===== config.mk =====
export PLATFORM = sky130hd
export DESIGN_NAME = multicycle_main_control
export DESIGN_NICKNAME = d
export VERILOG_FILES = /design/src/rtl/mips_ctrl_pkg.sv /design/src/rtl/mc_next_state.sv /design/src/rtl/multicycle_main_control.sv
export SDC_FILE = /design/constraint.sdc
export NUM_CORES = 1
export LEC_CHECK = 0
export BUFFER_PORTS_ARGS = -buffer_cell sky130_fd_sc_hd__buf_4
export CAP_MARGIN = 40
export CORE_MARGIN = 4
export CORE_UTILIZATION = 44
export CTS_BUF_LIST = sky130_fd_sc_hd__clkbuf_8 sky130_fd_sc_hd__clkbuf_16
export DETAILED_ROUTE_END_ITERATION = 6
export PLACE_DENSITY_LB_ADDON = 0.1
export SYNTH_ARGS = -nofsm -noshare
export SYNTH_HDL_FRONTEND = slang
export SYNTH_SLANG_ARGS = --single-unit
export TNS_END_PERCENT = 30

===== constraint.sdc =====
create_clock -name clk -period 2.15 [get_ports clk]
set_input_delay 0.645 -clock clk [delete_from_list [all_inputs] [get_ports clk]]
set_output_delay 0.645 -clock clk [all_outputs]
set_load 0.02 [all_outputs]

===== src/rtl/mips_ctrl_pkg.sv =====
// ============================================================================
// Module      : mips_ctrl_pkg
// Description : Shared state, opcode and select encodings for the multicycle
//               MIPS main control.
// Revision    : 1.0
// ============================================================================
`default_nettype none

package mips_ctrl_pkg;

    typedef enum logic [3:0] {
        S_FETCH     = 4'd0,
        S_DECODE    = 4'd1,
        S_MEM_ADDR  = 4'd2,
        S_MEM_READ  = 4'd3,
        S_MEM_WB    = 4'd4,
        S_MEM_WRITE = 4'd5,
        S_EXECUTE   = 4'd6,
        S_ALU_WB    = 4'd7,
        S_BRANCH    = 4'd8,
        S_JUMP      = 4'd9,
        S_ADDI_EXEC = 4'd10,
        S_ADDI_WB   = 4'd11,
        S_TRAP      = 4'd12
    } state_t;

    localparam logic [5:0] OP_RTYPE = 6'h00;
    localparam logic [5:0] OP_LW    = 6'h23;
    localparam logic [5:0] OP_SW    = 6'h2B;
    localparam logic [5:0] OP_BEQ   = 6'h04;
    localparam logic [5:0] OP_J     = 6'h02;
    localparam logic [5:0] OP_ADDI  = 6'h08;

    localparam logic [1:0] ALUOP_ADD   = 2'd0;
    localparam logic [1:0] ALUOP_SUB   = 2'd1;
    localparam logic [1:0] ALUOP_FUNCT = 2'd2;

    localparam logic [1:0] ALUB_REG     = 2'd0;
    localparam logic [1:0] ALUB_FOUR    = 2'd1;
    localparam logic [1:0] ALUB_IMM     = 2'd2;
    localparam logic [1:0] ALUB_IMM_SH2 = 2'd3;

    localparam logic [1:0] PCSRC_ALU    = 2'd0;
    localparam logic [1:0] PCSRC_ALUOUT = 2'd1;
    localparam logic [1:0] PCSRC_JUMP   = 2'd2;

endpackage

`default_nettype wire


===== src/rtl/mc_next_state.sv =====
// ============================================================================
// Module      : mc_next_state
// Description : Combinational next-state decode for the multicycle control FSM.
// Revision    : 1.0
// ============================================================================
`default_nettype none

module mc_next_state
    import mips_ctrl_pkg::*;
#(
    parameter bit OP_ADDI_EN = 1'b1
) (
    input  logic [3:0] i_state,
    input  logic [5:0] i_opcode,
    input  logic       i_mem_ready,
    output logic [3:0] o_next_state
);

    always_comb begin
        o_next_state = S_FETCH;
        case (i_state)
            S_FETCH:     o_next_state = i_mem_ready ? S_DECODE : S_FETCH;
            S_DECODE: begin
                case (i_opcode)
                    OP_LW, OP_SW: o_next_state = S_MEM_ADDR;
                    OP_RTYPE:     o_next_state = S_EXECUTE;
                    OP_BEQ:       o_next_state = S_BRANCH;
                    OP_J:         o_next_state = S_JUMP;
                    OP_ADDI:      o_next_state = OP_ADDI_EN ? S_ADDI_EXEC : S_TRAP;
                    default:      o_next_state = S_TRAP;
                endcase
            end
            // Opcode is re-sampled; anything that is no longer lw/sw traps rather than writing
            S_MEM_ADDR: begin
                if (i_opcode == OP_LW)
                    o_next_state = S_MEM_READ;
                else if (i_opcode == OP_SW)
                    o_next_state = S_MEM_WRITE;
                else
                    o_next_state = S_TRAP;
            end
            S_MEM_READ:  o_next_state = i_mem_ready ? S_MEM_WB : S_MEM_READ;
            S_MEM_WRITE: o_next_state = i_mem_ready ? S_FETCH : S_MEM_WRITE;
            S_EXECUTE:   o_next_state = S_ALU_WB;
            S_ADDI_EXEC: o_next_state = S_ADDI_WB;
            default:     o_next_state = S_FETCH;
        endcase
    end

endmodule

`default_nettype wire


===== src/rtl/multicycle_main_control.sv =====
// ============================================================================
// Module      : multicycle_main_control
// Description : Main control FSM for the multicycle MIPS datapath.
// Revision    : 1.0
// ============================================================================
`default_nettype none

module multicycle_main_control
    import mips_ctrl_pkg::*;
#(
    parameter bit MEM_WAIT_EN = 1'b1,
    parameter bit OP_ADDI_EN  = 1'b1
) (
    input  logic       clk,
    input  logic       rst_n,
    input  logic [5:0] opcode,
    input  logic       mem_ready,
    output logic       pc_write,
    output logic       pc_write_cond,
    output logic [1:0] pc_source,
    output logic       i_or_d,
    output logic       mem_read,
    output logic       mem_write,
    output logic       ir_write,
    output logic       mem_to_reg,
    output logic       reg_dst,
    output logic       reg_write,
    output logic       alu_src_a,
    output logic [1:0] alu_src_b,
    output logic [1:0] alu_op,
    output logic       illegal_op,
    output logic [3:0] state_o
);

    state_t     r_state;
    logic       r_illegal;
    logic [3:0] w_next_state;
    logic       w_mem_ready;

    generate
        if (MEM_WAIT_EN) begin : g_mem_wait
            assign w_mem_ready = mem_ready;
        end else begin : g_no_mem_wait
            assign w_mem_ready = 1'b1;
        end
    endgenerate

    mc_next_state #(
        .OP_ADDI_EN (OP_ADDI_EN)
    ) u_next_state (
        .i_state      (r_state),
        .i_opcode     (opcode),
        .i_mem_ready  (w_mem_ready),
        .o_next_state (w_next_state)
    );

    always_ff @(posedge clk or negedge rst_n) begin
        if (!rst_n) begin
            r_state   <= S_FETCH;
            r_illegal <= 1'b0;
        end else begin
            r_state <= state_t'(w_next_state);
            if (w_next_state == S_TRAP)
                r_illegal <= 1'b1;
        end
    end

    assign illegal_op = r_illegal;
    assign state_o    = r_state;

    // Moore decode; gated by rst_n so nothing is asserted while reset is held
    always_comb begin
        pc_write      = 1'b0;
        pc_write_cond = 1'b0;
        pc_source     = PCSRC_ALU;
        i_or_d        = 1'b0;
        mem_read      = 1'b0;
        mem_write     = 1'b0;
        ir_write      = 1'b0;
        mem_to_reg    = 1'b0;
        reg_dst       = 1'b0;
        reg_write     = 1'b0;
        alu_src_a     = 1'b0;
        alu_src_b     = ALUB_REG;
        alu_op        = ALUOP_ADD;
        if (rst_n) begin
            case (r_state)
                S_FETCH: begin
                    mem_read  = 1'b1;
                    alu_src_b = ALUB_FOUR;
                    ir_write  = w_mem_ready;
                    pc_write  = w_mem_ready;
                end
                S_DECODE: begin
                    alu_src_b = ALUB_IMM_SH2;
                end
                S_MEM_ADDR, S_ADDI_EXEC: begin
                    alu_src_a = 1'b1;
                    alu_src_b = ALUB_IMM;
                end
                S_MEM_READ: begin
                    mem_read = 1'b1;
                    i_or_d   = 1'b1;
                end
                S_MEM_WB: begin
                    reg_write  = 1'b1;
                    mem_to_reg = 1'b1;
                end
                S_MEM_WRITE: begin
                    mem_write = 1'b1;
                    i_or_d    = 1'b1;
                end
                S_EXECUTE: begin
                    alu_src_a = 1'b1;
                    alu_op    = ALUOP_FUNCT;
                end
                S_ALU_WB: begin
                    reg_write = 1'b1;
                    reg_dst   = 1'b1;
                end
                S_BRANCH: begin
                    alu_src_a     = 1'b1;
                    alu_op        = ALUOP_SUB;
                    pc_write_cond = 1'b1;
                    pc_source     = PCSRC_ALUOUT;
                end
                S_JUMP: begin
                    pc_write  = 1'b1;
                    pc_source = PCSRC_JUMP;
                end
                S_ADDI_WB: begin
                    reg_write = 1'b1;
                end
                default: ;
            endcase
        end
    end

endmodule

`default_nettype wire


==> impl_summary.log, run 1 <==
[metrics] run status: finished clean
[metrics] proportion of layout cells with a drive suffix above 1: 47.6%
[metrics] Antenna Nets Post-Route: 0
[metrics] FF-to-FF End: illegal_op$_DFFE_PN0N_
[metrics] number of synthesized register bits: 5
[metrics] placed cell count: 134
[metrics] Ant. Diodes: 0
[metrics] buffers from clock root to sink, at most: 2
[metrics] remaining global-route overflow: 0
[metrics] Worst-Skew Late Latency: 0.22 ns
[metrics] utilization after layout: 77.0%
[metrics] Worst Path Arrival: 1.49 ns
[metrics] dpl ws: 0.00581 ns
[metrics] via count of the first global-routing pass: 723
[metrics] H-Tree Depth: 1
[metrics] switching power as a share of total power: 47.8%
[metrics] endpoint required time on the critical path: 1.50 ns
[metrics] Filler Cell Count: 99
[metrics] Final Max Slew Viols: 0
[metrics] critical path class: flip-flop to output port
[metrics] clock sink count: 5
[metrics] Max Fanout on Critical Path: 21
[metrics] Design Power: 0.00120 W
[metrics] Clk network pwr share: 14.3%
[metrics] detailed-route wire length per cell: 13.1 um
[metrics] Rows: 13
[metrics] final count of hold timing violations: 0
[metrics] routed via count: 776
[metrics] total cell area at the placement stage: 942 um^2
[metrics] logic gate share of total power: 65.0%
[metrics] number of nets in the finished design: 134
[metrics] hold_buf cts: 0
[metrics] clock-pin slew of the registers on the worst-case setup and hold paths: 0.04 ns
[metrics] Reg2Reg Setup Slack: 0.29 ns
[metrics] clock root buffer master: sky130_fd_sc_hd__clkbuf_8
[metrics] normalized max-slew margin: 75.9%
[metrics] Internal: 0.000626 W
[metrics] post-route cell area: 0.00101 mm^2
[metrics] highest-count cells in the layout ignoring fill and taps: 36 x sky130_fd_sc_hd__buf_4, 16 x sky130_fd_sc_hd__nor2_1, 7 x sky130_fd_sc_hd__nand2_1
[metrics] Max Freq: 467 MHz
[metrics] worst vdd rail ir drop: 1.01 mV
[metrics] post-synth design cell area: 624 um^2
[metrics] Tcrit/Tclk final: 99.5%
[metrics] Worst Clk Skew: 0.00763 ns
[metrics] die area: 0.00209 mm^2
[metrics] net switching power figure: 0.000575 W
[metrics] clock buffer count from CTS: 3
[metrics] half-perimeter wire length after placement: 1.44 mm
[metrics] Final Worst Setup Slack: 0.0105 ns
[metrics] number of top-level pins: 30
[metrics] Setup crit start kind: flip-flop
[metrics] total DRC errors in the routed layout: 0
[metrics] RSZ-0062 raised after global routing: true
[metrics] clock tree from TritonCTS: yes
[metrics] transition time of the tightest slew-check pin: 0.358 ns
[metrics] number of buffer cells added on primary ports: 29
[metrics] number of distinct library cells after synthesis: 37
[metrics] number of violations reported at the end of detailed-routing iteration 0: 12
[metrics] Critical Path Sink Type: output port
[metrics] number of warnings reported in the yosys synthesis log: 0
[metrics] final instance count without filler cells: 139
[metrics] Initial Util: 47.4%
[metrics] total wirelength of the detailed-routed design: 1.82 mm
[metrics] cell area power density: 1180 mW/mm^2
[metrics] Hold/Removal Path Class: primary input to async pin
[metrics] count of cells along the worst register-to-register path: 4
[metrics] share of the yosys chip area belonging to registers: 20.0%
[metrics] initial antenna violation count: 0
[metrics] cells after synthesis: 92
[metrics] minimum clock period: 2.14 ns
[metrics] placer's final routability congestion estimate: 0.761
[metrics] leakage component of the power: 0.476 nW
[metrics] Syn Area/Cell: 6.79 um^2
[metrics] sequential group share of total power: 20.7%
[metrics] first drt pass iteration count: 4
[metrics] Worst R2R Start: state_o[2]$_DFF_PN0_
[metrics] number of failing setup endpoints in the final timing report: 0
[metrics] first-pass GRT wire length: 3.06 mm
[metrics] most common cell after layout, fill and taps aside: sky130_fd_sc_hd__buf_4
[metrics] die width: 45.7 um
[metrics] Via density: 5.58
[metrics] count of max-cap constraint violations: 0
[metrics] P&R area growth vs syn: 62.5%
[metrics] total global-route track usage: 19.8%
[metrics] area inside the core boundary: 0.00132 mm^2
[metrics] die height: 45.7 um
[metrics] pin count of the biggest net entering global routing: 22
[metrics] post-synthesis net count: 101
[worst max path at each step]
| stage | start | endpoint | slack (ns) |
|---|---|---|---|
| floorplan | state_o[2]$_DFF_PN0_ | pc_source[0] | -0.04 |
| global placement | rst_n | pc_write | 0.02 |
| detailed placement | rst_n | pc_write | 0.006 |
| CTS | state_o[3]$_DFF_PN0_ | pc_write | -0.03 |
| global route | state_o[3]$_DFF_PN0_ | pc_write | -0.03 |
| finish | state_o[3]$_DFF_PN0_ | pc_write | 0.01 |
[cell families after synthesis]
logic type | share of synthesized area [%]
buf+inv | 10.8
compound gates | 19.6
flops | 20.0
xor+xnor | 2.81
simple gates | 46.7
[synth_stat cells]
library cell	instances	share of area [%]
sky130_fd_sc_hd__nor2_1	17	10
sky130_fd_sc_hd__nand2_1	7	4.2
sky130_fd_sc_hd__nor3_1	7	5.6
sky130_fd_sc_hd__a21oi_1	5	4.0
sky130_fd_sc_hd__clkbuf_1	5	3.0
sky130_fd_sc_hd__dfrtp_1	5	20
sky130_fd_sc_hd__nand2b_1	5	5.0
sky130_fd_sc_hd__inv_1	3	1.8
sky130_fd_sc_hd__buf_1	2	1.2
sky130_fd_sc_hd__buf_6	2	3.6
sky130_fd_sc_hd__nand3_1	2	1.6
sky130_fd_sc_hd__nand3b_1	2	2.4
sky130_fd_sc_hd__nor3b_1	2	2.4
sky130_fd_sc_hd__nor4_1	2	2.0
sky130_fd_sc_hd__o21ai_0	2	1.6
sky130_fd_sc_hd__o22ai_1	2	2.0
sky130_fd_sc_hd__xor2_1	2	2.8
sky130_fd_sc_hd__a2111oi_0	1	1.4
sky130_fd_sc_hd__a211oi_1	1	1.2
sky130_fd_sc_hd__a31oi_1	1	1.0
sky130_fd_sc_hd__a41o_1	1	1.6
sky130_fd_sc_hd__and3_1	1	1.0
sky130_fd_sc_hd__and3b_1	1	1.4
sky130_fd_sc_hd__buf_4	1	1.2
sky130_fd_sc_hd__nand2b_4	1	2.2
sky130_fd_sc_hd__nand4_1	1	1.0
sky130_fd_sc_hd__nor2b_1	1	1.0
sky130_fd_sc_hd__nor4b_1	1	1.4
sky130_fd_sc_hd__o21a_1	1	1.2
sky130_fd_sc_hd__o21bai_1	1	1.2
sky130_fd_sc_hd__o311a_1	1	1.6
sky130_fd_sc_hd__o311ai_1	1	1.4
sky130_fd_sc_hd__o32ai_1	1	1.4
sky130_fd_sc_hd__or2_1	1	1.0
sky130_fd_sc_hd__or2_2	1	1.0
sky130_fd_sc_hd__or3b_1	1	1.4
sky130_fd_sc_hd__or4_4	1	1.8
[power groups by stage]
stage	clock [W]	sequential (W)	combinational [W]
after global placement	0	0.000237	0.000749
final	0.000172	0.000248	0.000781
after floorplan	0	0.000210	0.000600
after CTS	0.000166	0.000248	0.000764
after global routing	0.000181	0.000265	0.000843
after detailed placement	0	0.000241	0.000761
[repair_timing]
item | 4_1_cts | 5_1_grt
pin swaps | 0 | 1
endpoints found under the hold margin | 0 | 0
buffers inserted | 0 | 1
setup endpoints to repair | 5 | 6
resized for setup | 2 | 4
[layout make-up]
class | count | area, um^2 | share of cell area (%)
Sequential cell | 5 | 131 | 12.9
Timing Repair Buffer | 38 | 293 | 28.9
Clock inverter | 1 | 3.75 | 0.370
Clock buffer | 3 | 41.3 | 4.07
Tap cell | 15 | 18.8 | 1.85
Multi-Input combinational cell | 74 | 515 | 50.8
Inverter | 3 | 11.3 | 1.11
[routing by layer]
layer  vias up  global-route usage [%]  part of all wire [%]
met2        25                    35.1                    54
met1       361                    23.7                    37
met3         2                    5.14                   7.3
met4         0                    3.51                  0.77
met5         -                       0                     0
li1        388                       -                     -
[state kept, by name (all words and copies together), names as in the netlist]
signal / cells
state_o: 4
illegal_op: 1
[worst max-delay path: stages (launching register included)]
cell and delay (ns):
sky130_fd_sc_hd__dfrtp_4 0.58, sky130_fd_sc_hd__nand3b_1 0.15, sky130_fd_sc_hd__buf_6 0.14, sky130_fd_sc_hd__nor2_4 0.03, sky130_fd_sc_hd__or2_4 0.24, sky130_fd_sc_hd__buf_6 0.13
[stage by stage]
step / hold slack, ns / TNS [ns]
2_1_floorplan: 0.349 / -0.0518
3_3_place_gp: 0.455 / 0
3_5_place_dp: 0.465 / 0
4_1_cts: 0.367 / -0.0308
5_1_grt: 0.368 / -0.0348
6_report: 0.360 / 0
No activity file was read; power rests on OpenSTA's default activity.
==> inputs of run 2 (changes only) <==
ABC_CLOCK_PERIOD_IN_PS = 2150   (was unset)
CORE_UTILIZATION = 46   (was 44)
SYNTH_HIERARCHICAL = 1   (was unset)
==> run 2 against run 1 <==
- utilization is 5.2 points lower
- non-clock buffer count is 3 lower
- critical endpoint unchanged
- via count is 0.64% lower
- setup slack better by 0.040 ns
==> impl_summary.log, run 2 <==
[metrics] minimum clock period: 2.10 ns
[metrics] number of buffers inserted to repair setup after CTS: 0
[metrics] Worst Path Arrival: 1.45 ns
[metrics] area inside the core boundary: 0.00133 mm^2
[metrics] post-route cell area: 958 um^2
[metrics] Setup crit start kind: primary input
[metrics] transition time of the tightest slew-check pin: 0.385 ns
[metrics] share of async-settable or async-resettable flops after synthesis: 100%
[metrics] number of failing setup endpoints in the final timing report: 0
[metrics] Commonest cells post-synth: 11 x sky130_fd_sc_hd__nand2b_1, 9 x sky130_fd_sc_hd__nor3_1, 7 x sky130_fd_sc_hd__nand2_1
[metrics] final instance count without filler cells: 139
[metrics] half-perimeter wire length after placement: 1.34 mm
[metrics] adder-cell share of the synthesized area: 0%
[metrics] Rows: 13
[metrics] via count of the first global-routing pass: 680
[metrics] count of max-cap constraint violations: 0
[metrics] share of the yosys chip area belonging to registers: 18.6%
[metrics] number of warnings reported in the yosys synthesis log: 6
[metrics] clock sink count: 5
[metrics] main combinational cell family by area after synthesis: simple AND/OR/NAND/NOR gates
[metrics] placer's final routability congestion estimate: 0.848
[metrics] detailed-route wire length per cell: 12.4 um
[metrics] pin count of the biggest net entering global routing: 14
[metrics] Ant. Diodes: 0
[metrics] Final Max Slew Viols: 0
[metrics] Critical Path Sink Type: output port
[metrics] Initial Util: 50.5%
[metrics] number of violations reported at the end of detailed-routing iteration 0: 15
[metrics] post-synthesis net count: 103
[metrics] number of nets in the finished design: 134
[metrics] Worst-Skew Late Latency: 0.22 ns
[metrics] number of top-level pins: 30
[metrics] die width: 46.3 um
[metrics] most prevalent standard cell on the critical path: sky130_fd_sc_hd__buf_4
[metrics] Max Fanout on Critical Path: 5
[metrics] number of buffer cells added on primary ports: 29
[metrics] leading cell type by number of instances after synthesis: sky130_fd_sc_hd__nand2b_1
[metrics] total wirelength of the detailed-routed design: 1.73 mm
[metrics] clock buffer count from CTS: 3
[metrics] total cell area at the placement stage: 900 um^2
[metrics] clock root buffer master: sky130_fd_sc_hd__clkbuf_8
[metrics] leakage component of the power: 0.416 nW
[metrics] remaining global-route overflow: 0
[metrics] run status: finished clean
[metrics] total global-route track usage: 17.6%
[metrics] final count of hold timing violations: 0
[metrics] proportion of layout cells with a drive suffix above 1: 37.9%
[metrics] family of cells with the greatest summed delay on the critical path: simple AND/OR/NAND/NOR gates
[metrics] H-Tree Depth: 1
[metrics] buffers from clock root to sink, at most: 2
[metrics] Max stage delay cell, worst path: sky130_fd_sc_hd__or3b_1
[metrics] Hold/Removal Path Class: primary input to async pin
[metrics] die area: 0.00214 mm^2
[metrics] proportion of netlist area held by the largest area contributor: 18.6%
[metrics] share of synthesized cell area in and, or, nand and nor gates: 45.7%
[metrics] cells after synthesis: 94
[metrics] most used flip-flop cell after synthesis: sky130_fd_sc_hd__dfrtp_1
[metrics] endpoint required time on the critical path: 1.50 ns
[metrics] worst vdd rail ir drop: 0.975 mV
[metrics] most common cell after layout, fill and taps aside: sky130_fd_sc_hd__buf_4
[metrics] total negative setup slack: 0 ns
[metrics] number of synthesized register bits: 5
[metrics] number of distinct library cells after synthesis: 33
[metrics] post-synthesis mux area share: 0%
[metrics] Critical Path Max Stage Delay: 0.35 ns
[metrics] Synth area leaders: sky130_fd_sc_hd__dfrtp_1 19%, sky130_fd_sc_hd__nand2b_1 10%, sky130_fd_sc_hd__nor3_1 6.7%
[metrics] highest-count cells in the layout ignoring fill and taps: 35 x sky130_fd_sc_hd__buf_4, 11 x sky130_fd_sc_hd__nand2b_1, 8 x sky130_fd_sc_hd__nor3_1
[metrics] EDFF count, synth: 0
[metrics] clock-pin slew of the registers on the worst-case setup and hold paths: 0.04 ns
[metrics] Buf/Inv on CP: 2
[metrics] Tcrit/Tclk final: 97.6%
[metrics] routed via count: 771
[metrics] library cell with the largest summed area after synthesis: sky130_fd_sc_hd__dfrtp_1
[metrics] Worst Clk Skew: 0.00161 ns
[metrics] Reg2Reg Setup Slack: 0.26 ns
[metrics] RSZ-0062 raised after global routing: true
[metrics] Via density: 5.55
[metrics] worst hold margin: 0.248 ns
[metrics] max FFs per register: 4
[metrics] cell area power density: 1140 mW/mm^2
[metrics] initial antenna violation count: 0
[metrics] placed cell count: 135
[metrics] first-pass GRT wire length: 2.83 mm
[metrics] Cell Chain, Critical Path: buf_4 > or3b_1 > a211oi_2 > buf_4
[metrics] fraction of synthesized cell area in xor and xnor cells: 3.90%
[metrics] hold_buf cts: 0
[metrics] die height: 46.3 um
[metrics] Syn Area/Cell: 7.16 um^2
[metrics] Max Freq: 476 MHz
[metrics] total DRC errors in the routed layout: 0
[metrics] first drt pass iteration count: 4
[metrics] P&R area growth vs syn: 42.4%
[metrics] normalized max-slew margin: 74.1%
[metrics] Antenna Nets Post-Route: 0
[metrics] Synth Area in Compound Gates: 21.7%
[metrics] clock tree from TritonCTS: yes
[metrics] post-synth design cell area: 673 um^2
[metrics] critical path class: primary input to output port
[run 2: cell types whose count changed in the layout (fill, tap and decap cells not counted), moves of 3 or more]
cell                       previous run  this run
sky130_fd_sc_hd__nor2_1              16         6
sky130_fd_sc_hd__o211ai_1             0         4
sky130_fd_sc_hd__nor3_1               2         8
sky130_fd_sc_hd__o21ai_0              2         5
sky130_fd_sc_hd__nand2b_1             3        11
[run 2: logic make-up (layout without fill, tap and decap cells)]
family	Yosys count	after routing
buffers and inverters	11	41
xor gates and xnor gates	3	3
DFF	5	5
and+or+nand+nor	53	53
AOI/OAI and AO/OA	22	22
[run 2: power breakdown]
part	total, W	switching [W]	leakage, nW	internal, W
registers	0.000193	0.0000612	0.0603	0.000132
logic	0.000734	0.000411	0.329	0.000324
clock network	0.000166	0.0000436	0.0269	0.000122
[run 2: what timing repair did]
item | in CTS | in global routing
endpoints found under the setup margin | 1 | 5
pin swaps | 1 | 0
gates resized for setup | 1 | 3
[run 2: final timing paths]
check | from | end | depth (start not counted)
min in group clk | illegal_op$_DFFE_PN0N_ | illegal_op$_DFFE_PN0N_ | 1
max in group asynchronous | rst_n | state_o[3]$_DFF_PN0_ | 1
min reg2reg | illegal_op$_DFFE_PN0N_ | illegal_op$_DFFE_PN0N_ | 1
max reg2reg | state_o[1]$_DFF_PN0_ | illegal_op$_DFFE_PN0N_ | 7
min | rst_n | state_o[0]$_DFF_PN0_ | 1
max | mem_ready | pc_write | 4
[run 2: per-stage QoR]
step	utilization, %	setup WS, ns	total power [W]
floorplan	-	-0.0563	0.000680
global placement	67.4	0.00884	0.000904
detailed placement	67.4	-0.0219	0.000916
CTS	71.2	0.00832	0.00109
global route	71.9	-0.0158	0.00118
finish	71.9	0.0506	0.00109
[run 2: metal layers]
layer	share of wire, %	vias up	GRT usage (%)	routed length [um]
li1	-	402	-	-
met1	45	341	23.6	775
met2	47	28	29.1	814
met3	8.0	0	4.69	138
met4	0	0	1.70	0
met5	0	-	0	0
[run 2: cell type report]
cell class	count	area, um^2
Fill cell	114	375
Tap cell	15	18.8
Sequential cell	5	128
Clock buffer	3	41.3
Clock inverter	1	3.75
Inverter	2	7.51
Timing Repair Buffer	35	263
Multi-Input combinational cell	78	497
